**src/rtl/fp_pkg.sv**
```systemverilog
// Shared FP types: rounding modes, flag bit positions, operand class and special tag.
// No logic; imported by the classifier and the multiplier pipeline.
package fp_pkg;

  typedef enum logic [2:0] {
    RNE = 3'b000,
    RTZ = 3'b001,
    RDN = 3'b010,
    RUP = 3'b011,
    RMM = 3'b100
  } rm_e;

  typedef enum logic [1:0] {
    SP_NONE = 2'd0,
    SP_NAN  = 2'd1,
    SP_INF  = 2'd2,
    SP_ZERO = 2'd3
  } special_e;

  localparam int FLAG_NV = 4;
  localparam int FLAG_DZ = 3;
  localparam int FLAG_OF = 2;
  localparam int FLAG_UF = 1;
  localparam int FLAG_NX = 0;

  typedef struct packed {
    logic zero;
    logic sub;
    logic norm;
    logic inf;
    logic qnan;
    logic snan;
  } fp_class_t;

  // Codes 101..111 fall back to round-to-nearest-even.
  function automatic rm_e decode_rm(input logic [2:0] code);
    case (code)
      3'b001:  return RTZ;
      3'b010:  return RDN;
      3'b011:  return RUP;
      3'b100:  return RMM;
      default: return RNE;
    endcase
  endfunction

endpackage

```
**src/rtl/f_classify.sv**
```systemverilog
// Combinational operand classifier on the exponent/mantissa fields (sign not needed).
// Zero latency; no state, so no backpressure.
module f_classify
  import fp_pkg::*;
#(
  parameter int EXP_W = 8,
  parameter int MAN_W = 23
) (
  input  logic [EXP_W+MAN_W-1:0] mag_i,
  output fp_class_t              cls_o
);

  logic [EXP_W-1:0] exp_f;
  logic [MAN_W-1:0] man_f;
  logic             exp_zero;
  logic             exp_ones;
  logic             man_zero;

  assign exp_f    = mag_i[MAN_W +: EXP_W];
  assign man_f    = mag_i[MAN_W-1:0];
  assign exp_zero = ~|exp_f;
  assign exp_ones = &exp_f;
  assign man_zero = ~|man_f;

  always_comb begin
    cls_o.zero = exp_zero & man_zero;
    cls_o.sub  = exp_zero & ~man_zero;
    cls_o.norm = ~exp_zero & ~exp_ones;
    cls_o.inf  = exp_ones & man_zero;
    cls_o.qnan = exp_ones & man_f[MAN_W-1];
    cls_o.snan = exp_ones & ~man_zero & ~man_f[MAN_W-1];
  end

endmodule

```
**src/rtl/f_mult_pipe.sv**
```systemverilog
// Pipelined FP multiply (calculate, shift, round, pack); result 3 edges after accept, 1 op/cycle.
// Backpressure: out_valid & ~out_ready freezes every stage and drops in_ready.
module f_mult_pipe
  import fp_pkg::*;
#(
  parameter int EXP_W = 8,
  parameter int MAN_W = 23,
  localparam int W = 1 + EXP_W + MAN_W
) (
  input  logic         clk,
  input  logic         rst_n,
  input  logic         in_valid,
  output logic         in_ready,
  input  logic [W-1:0] a,
  input  logic [W-1:0] b,
  input  logic [2:0]   rounding,
  output logic         out_valid,
  input  logic         out_ready,
  output logic [W-1:0] y,
  output logic [4:0]   flags
);

  localparam int PW = 2 * (MAN_W + 1);
  localparam int EW = EXP_W + 2;
  localparam logic [EW-1:0] BIAS_E = {3'b000, {(EXP_W-1){1'b1}}};
  localparam logic [EW-1:0] EMAX_E = {2'b00, {EXP_W{1'b1}}};
  localparam logic [EW-1:0] ONE_E  = {{(EW-1){1'b0}}, 1'b1};

  typedef struct packed {
    logic           vld;
    logic           sign;
    logic [EW-1:0]  e;
    logic [PW-1:0]  prod;
    rm_e            rm;
    special_e       sp;
    logic           nv;
  } s1_t;

  typedef struct packed {
    logic             vld;
    logic             sign;
    logic [EW-1:0]    e;
    logic [MAN_W-1:0] man;
    logic             g;
    logic             s;
    rm_e              rm;
    special_e         sp;
    logic             nv;
  } s2_t;

  typedef struct packed {
    logic             vld;
    logic             sign;
    logic [EW-1:0]    e;
    logic [MAN_W-1:0] man;
    logic             nx;
    rm_e              rm;
    special_e         sp;
    logic             nv;
  } s3_t;

  s1_t            s1_d, s1_q;
  s2_t            s2_d, s2_q;
  s3_t            s3_d, s3_q;
  logic           out_vld_q;
  logic [W-1:0]   y_d, y_q;
  logic [4:0]     flags_d, flags_q;
  logic           stall;

  assign stall     = out_vld_q & ~out_ready;
  assign in_ready  = ~stall;
  assign out_valid = out_vld_q;
  assign y         = y_q;
  assign flags     = flags_q;

  fp_class_t cls_a, cls_b;
  logic      a_zero, b_zero, a_nan, b_nan;

  f_classify #(.EXP_W(EXP_W), .MAN_W(MAN_W)) u_cls_a (.mag_i(a[W-2:0]), .cls_o(cls_a));
  f_classify #(.EXP_W(EXP_W), .MAN_W(MAN_W)) u_cls_b (.mag_i(b[W-2:0]), .cls_o(cls_b));

  // S1: exponent sum, raw mantissa product, special-case tag (subnormals count as zero)
  always_comb begin
    a_zero = cls_a.zero | cls_a.sub;
    b_zero = cls_b.zero | cls_b.sub;
    a_nan  = cls_a.qnan | cls_a.snan;
    b_nan  = cls_b.qnan | cls_b.snan;
    s1_d      = '0;
    s1_d.vld  = in_valid;
    s1_d.sign = a[W-1] ^ b[W-1];
    s1_d.e    = {2'b00, a[W-2:MAN_W]} + {2'b00, b[W-2:MAN_W]} - BIAS_E;
    s1_d.prod = PW'({cls_a.norm, a[MAN_W-1:0]}) * PW'({cls_b.norm, b[MAN_W-1:0]});
    s1_d.rm   = decode_rm(rounding);
    if (a_nan | b_nan) begin
      s1_d.sp = SP_NAN;
      s1_d.nv = cls_a.snan | cls_b.snan;
    end else if ((a_zero & cls_b.inf) | (cls_a.inf & b_zero)) begin
      s1_d.sp = SP_NAN;
      s1_d.nv = 1'b1;
    end else if (cls_a.inf | cls_b.inf) begin
      s1_d.sp = SP_INF;
    end else if (a_zero | b_zero) begin
      s1_d.sp = SP_ZERO;
    end
  end

  logic prod_msb;

  always_comb begin
    prod_msb  = s1_q.prod[PW-1];
    s2_d      = '0;
    s2_d.vld  = s1_q.vld;
    s2_d.sign = s1_q.sign;
    s2_d.rm   = s1_q.rm;
    s2_d.sp   = s1_q.sp;
    s2_d.nv   = s1_q.nv;
    s2_d.e    = s1_q.e + (prod_msb ? ONE_E : '0);
    if (prod_msb) begin
      s2_d.man = s1_q.prod[2*MAN_W -: MAN_W];
      s2_d.g   = s1_q.prod[MAN_W];
      s2_d.s   = |s1_q.prod[MAN_W-1:0];
    end else begin
      s2_d.man = s1_q.prod[2*MAN_W-1 -: MAN_W];
      s2_d.g   = s1_q.prod[MAN_W-1];
      s2_d.s   = |s1_q.prod[MAN_W-2:0];
    end
  end

  logic             rnd_inc;
  logic [MAN_W:0]   man_sum;

  always_comb begin
    rnd_inc = 1'b0;
    case (s2_q.rm)
      RTZ:     rnd_inc = 1'b0;
      RDN:     rnd_inc = s2_q.sign & (s2_q.g | s2_q.s);
      RUP:     rnd_inc = ~s2_q.sign & (s2_q.g | s2_q.s);
      RMM:     rnd_inc = s2_q.g;
      default: rnd_inc = s2_q.g & (s2_q.s | s2_q.man[0]);
    endcase
    man_sum   = {1'b0, s2_q.man} + {{MAN_W{1'b0}}, rnd_inc};
    s3_d      = '0;
    s3_d.vld  = s3_d_vld(s2_q.vld);
    s3_d.sign = s2_q.sign;
    s3_d.rm   = s2_q.rm;
    s3_d.sp   = s2_q.sp;
    s3_d.nv   = s2_q.nv;
    s3_d.nx   = s2_q.g | s2_q.s;
    // A carry out of 1.11..1 leaves the low mantissa bits at zero; only the exponent moves.
    s3_d.man  = man_sum[MAN_W-1:0];
    s3_d.e    = s2_q.e + (man_sum[MAN_W] ? ONE_E : '0);
  end

  function automatic logic s3_d_vld(input logic v);
    return v;
  endfunction

  logic ovf_inf;

  always_comb begin
    ovf_inf          = 1'b0;
    y_d              = {s3_q.sign, s3_q.e[EXP_W-1:0], s3_q.man};
    flags_d          = '0;
    flags_d[FLAG_NX] = s3_q.nx;
    if (!s3_q.e[EW-1] && (s3_q.e >= EMAX_E)) begin
      case (s3_q.rm)
        RTZ:     ovf_inf = 1'b0;
        RDN:     ovf_inf = s3_q.sign;
        RUP:     ovf_inf = ~s3_q.sign;
        default: ovf_inf = 1'b1;
      endcase
      y_d = ovf_inf ? {s3_q.sign, {EXP_W{1'b1}}, {MAN_W{1'b0}}}
                    : {s3_q.sign, {(EXP_W-1){1'b1}}, 1'b0, {MAN_W{1'b1}}};
      flags_d[FLAG_OF] = 1'b1;
      flags_d[FLAG_NX] = 1'b1;
    end else if (s3_q.e[EW-1] || (s3_q.e == '0)) begin
      y_d              = {s3_q.sign, {(W-1){1'b0}}};
      flags_d[FLAG_UF] = 1'b1;
      flags_d[FLAG_NX] = 1'b1;
    end
    case (s3_q.sp)
      SP_NAN: begin
        y_d              = {1'b0, {EXP_W{1'b1}}, 1'b1, {(MAN_W-1){1'b0}}};
        flags_d          = '0;
        flags_d[FLAG_NV] = s3_q.nv;
      end
      SP_INF: begin
        y_d     = {s3_q.sign, {EXP_W{1'b1}}, {MAN_W{1'b0}}};
        flags_d = '0;
      end
      SP_ZERO: begin
        y_d     = {s3_q.sign, {(W-1){1'b0}}};
        flags_d = '0;
      end
      default: ;
    endcase
    flags_d[FLAG_DZ] = 1'b0;
  end

  always_ff @(posedge clk or negedge rst_n) begin
    if (!rst_n) begin
      s1_q      <= '0;
      s2_q      <= '0;
      s3_q      <= '0;
      out_vld_q <= 1'b0;
      y_q       <= '0;
      flags_q   <= '0;
    end else if (!stall) begin
      s1_q      <= s1_d;
      s2_q      <= s2_d;
      s3_q      <= s3_d;
      out_vld_q <= s3_q.vld;
      y_q       <= y_d;
      flags_q   <= flags_d;
    end
  end

endmodule

```
**config.mk**
```make
export PLATFORM = sky130hd
export DESIGN_NAME = f_mult_pipe
export DESIGN_NICKNAME = d
export VERILOG_FILES = /design/src/rtl/fp_pkg.sv /design/src/rtl/f_classify.sv /design/src/rtl/f_mult_pipe.sv
export SDC_FILE = /design/constraint.sdc
export NUM_CORES = 2
export LEC_CHECK = 0
export BUFFER_PORTS_ARGS = -buffer_cell sky130_fd_sc_hd__buf_2
export CORE_ASPECT_RATIO = 1.5
export CORE_MARGIN = 1.5
export CORE_UTILIZATION = 28
export DETAILED_ROUTE_END_ITERATION = 10
export GPL_ROUTABILITY_DRIVEN = 0
export PLACE_DENSITY = 0.44
export SKIP_LAST_GASP = 1
export SLEW_MARGIN = 20
export SYNTH_ARGS = -nofsm -noshare
export SYNTH_HDL_FRONTEND = slang
export SYNTH_SLANG_ARGS = --single-unit
```
**constraint.sdc**
```tcl
create_clock -name clk -period 4.1 [get_ports clk]
set_clock_uncertainty 0.05 [all_clocks]
set_input_delay 0.615 -clock clk [delete_from_list [all_inputs] [get_ports clk]]
set_output_delay 0.615 -clock clk [all_outputs]
set_load 0.02 [all_outputs]
```
==> flow_summary.yaml <==
logic_synthesis:
  synth.avg_cell_area_um2: 8.88
  ys_types: 63
  ys_warn_count: 0
  ys_ff_latch: 188
  synth_edf_count: 0
  synthCells: 3110
  netlist_area_um2: 27600
  syn_nets: 3861
  ys_async_sr_fraction_pct: 100
  ys.flop_type: "dfrtp_1"
  ys_seq_area_share_pct: 17.0
final_layout:
  nets: 4218
  final_area_um2: 35000
  n_fill_cell: 10200
  layout_commonest_cell: "nand2_1"
  final_cell_mix: "575 x nand2_1, 494 x inv_1, 459 x fa_1, 331 x buf_4, 207 x and2_1"
  drive_gt1_share_pct: 22.8
  regArea_um2: 4700
  multi_input_area_um2: 21700
  syn_to_final_growth_pct: 26.9
run_status:
  status: "complete, but fails checks"
  violations: "negative setup slack"
setup_path:
  critPathArrivalTime_ns: 6.86
  critPathMaxStageDelay_ns: 0.57
  worstSetupStartpointType: "input port"
  critPathMaxFanout: 10
  critPathSlowestCell: "or4_4"
  endpoint_kind: "flip-flop"
  crit_top_cell: "fa_1"
  critPathRequiredTime_ns: 4.38
  cp_cell_sequence: "buf_2 -> nor4_4 -> a21oi_2 -> buf_12 -> and2_1 -> fa_1 -> inv_1 -> fa_1 -> fa_1 -> fa_1 -> fa_1 -> fa_1 -> fa_1 -> inv_1 -> ha_4 -> nand4_1 -> or4_4 -> o21ai_4 -> a31oi_4 -> nor4b_4 -> nor3_2"
  critical_path_class: "input port to flip-flop"
die:
  core-area_um2: 97400
  start_util_pct: 28.3
  rows: 140
  die_area_um2: 101000
  die_height_um: 388
  io-pin-count: 110
  die_x_um: 259
detailed_routing:
  drcViolationCount: 0
  vias_per_cell: 4.55
  vias: 21700
  drt-total-wl_um: 85100
  ant_nets: 0
  dr.pass1.iters: 4
  wl_per_cell_um: 17.9
  drtIter0Drc: 993
global_route:
  antenna_found_initial: 3
  overflow: 0
  grt_start_max_net_pins: 126
  grt_util_all_layers_pct: 17.3
  grt_pass1_wl_um: 135000
  first_global_vias: 23600
sta:
  rsz0062_at_grt: "true"
  period_share_pct: 161
  worst_slack_ns: -2.48
  finalSetupViolCount: 42
  hold_violations: 0
  hold_ws_ns: 0.131
  worst_slew_pin_slew_ns: 1.02
  fmaxAchievable_mhz: 152
  max_slew_margin_pct: 31.9
  period_minus_slack_ns: 6.58
  finalMaxSlewViolations: 0
placed_design:
  dp_hpwl_um: 70800
  port-buffer-count: 108
  dpl_cell_area_um2: 32900
clocking:
  clkTransAtPathRegs_ns: 0.07
  cts.sinks: 188
  cts_buffers: 17
  holdBufCountCts: 0
  cts_max_path_buffers: 2
  htreeDepth: 4
  cts_tree: "yes"
  cts-root-buf: "clkbuf_16"
  clk_latency_ns: 0.45
run:
  maxCapViolCount: 0
min_path:
  hp-class: "input port to async pin"
[worst max-delay path, delay by kind of cell]
| family | cells | cell delay, ns |
|---|---|---|
| buf+inv | 4 | 0.42 |
| compound gates | 3 | 0.59 |
| simple gates | 6 | 1.50 |
| fa+ha+maj | 8 | 3.70 |
[area by class of cell]
class / count / area share (%)
Antenna cell: 1 / 0.00714
Clock inverter: 4 / 0.218
Multi-Input combinational cell: 2232 / 62.0
Inverter: 525 / 5.63
Clock buffer: 27 / 1.49
Sequential cell: 188 / 13.4
Timing Repair Buffer: 503 / 12.7
Tap cell: 1278 / 4.56
[cells in the mapped netlist (all sizes together) (26+ instances only)]
library cell  number  area share, %
nand2            613            8.3
inv              524            7.1
fa               483             35
and2             233            5.3
ha               197            8.9
dfrtp            188             17
clkbuf           148            2.0
o21ai            112            2.1
a21oi            111            2.0
nor2              85            1.2
xnor2             39            1.2
nand3             38           0.69
xor2              33            1.0
a21o              27           0.73
o31ai             27           0.73
and3              26           0.59
[cells by family after synthesis]
group	after synthesis	synth area share, %
mux	27	0.988
compound gates	347	7.59
xor+xnor	72	2.28
simple gates	1105	18.7
flops	188	17.0
other cells	1	0.0136
fa+ha+maj	680	43.9
buf+inv	690	9.41
[metrics by stage]
step	TNS (ns)	util, %	instances	setup slack [ns]
2_1_floorplan	-73.11	-	3110	-2.35
3_3_place_gp	-104.94	33.8	4681	-3.09
3_5_place_dp	-105.11	33.8	4681	-3.09
4_1_cts	-76.62	35.3	4735	-2.49
5_1_grt	-86.98	36.0	4758	-2.66
6_report	-79.60	36.0	4758	-2.48
[final timing paths]
path,slack [ns],startpoint,end,cells past startpoint
setup / recovery,-2.48,b[30],s1_q[50],21
hold / removal,0.13,rst_n,y[11],1
setup reg to reg,0.36,s2_q[3],s3_q[39],15
hold reg to reg,0.41,s1_q[3],s2_q[3],2
max in group asynchronous,2.83,rst_n,s3_q[28],2
min in group clk,0.32,in_valid,s1_q[65],3
[repair_timing]
item | 4_1_cts | 5_1_grt
cloned | 2 | 0
buffers inserted | 21 | 28
gates resized for setup | 191 | 120
endpoints found under the setup margin | 42 | 42
pin swaps | 106 | 86
[per-layer routing]
layer	vias to the layer above	GRT usage, %	wire length (µm)
met3	81	0.941	1710
met2	305	32.4	45600
li1	10300	-	-
met5	-	0	12
met1	11000	21.7	36200
met4	2	3.47	1600
[flip-flops by register name, indices dropped and copies added (netlist names)]
name       flops
s1_q          65
out_valid      1
s2_q          43
y             32
flags          4
s3_q          42
prod_msb       1
Power is left out: the tool's default activity adds up to more than one toggle a clock period on the data nets, which glitch-free logic cannot reach.
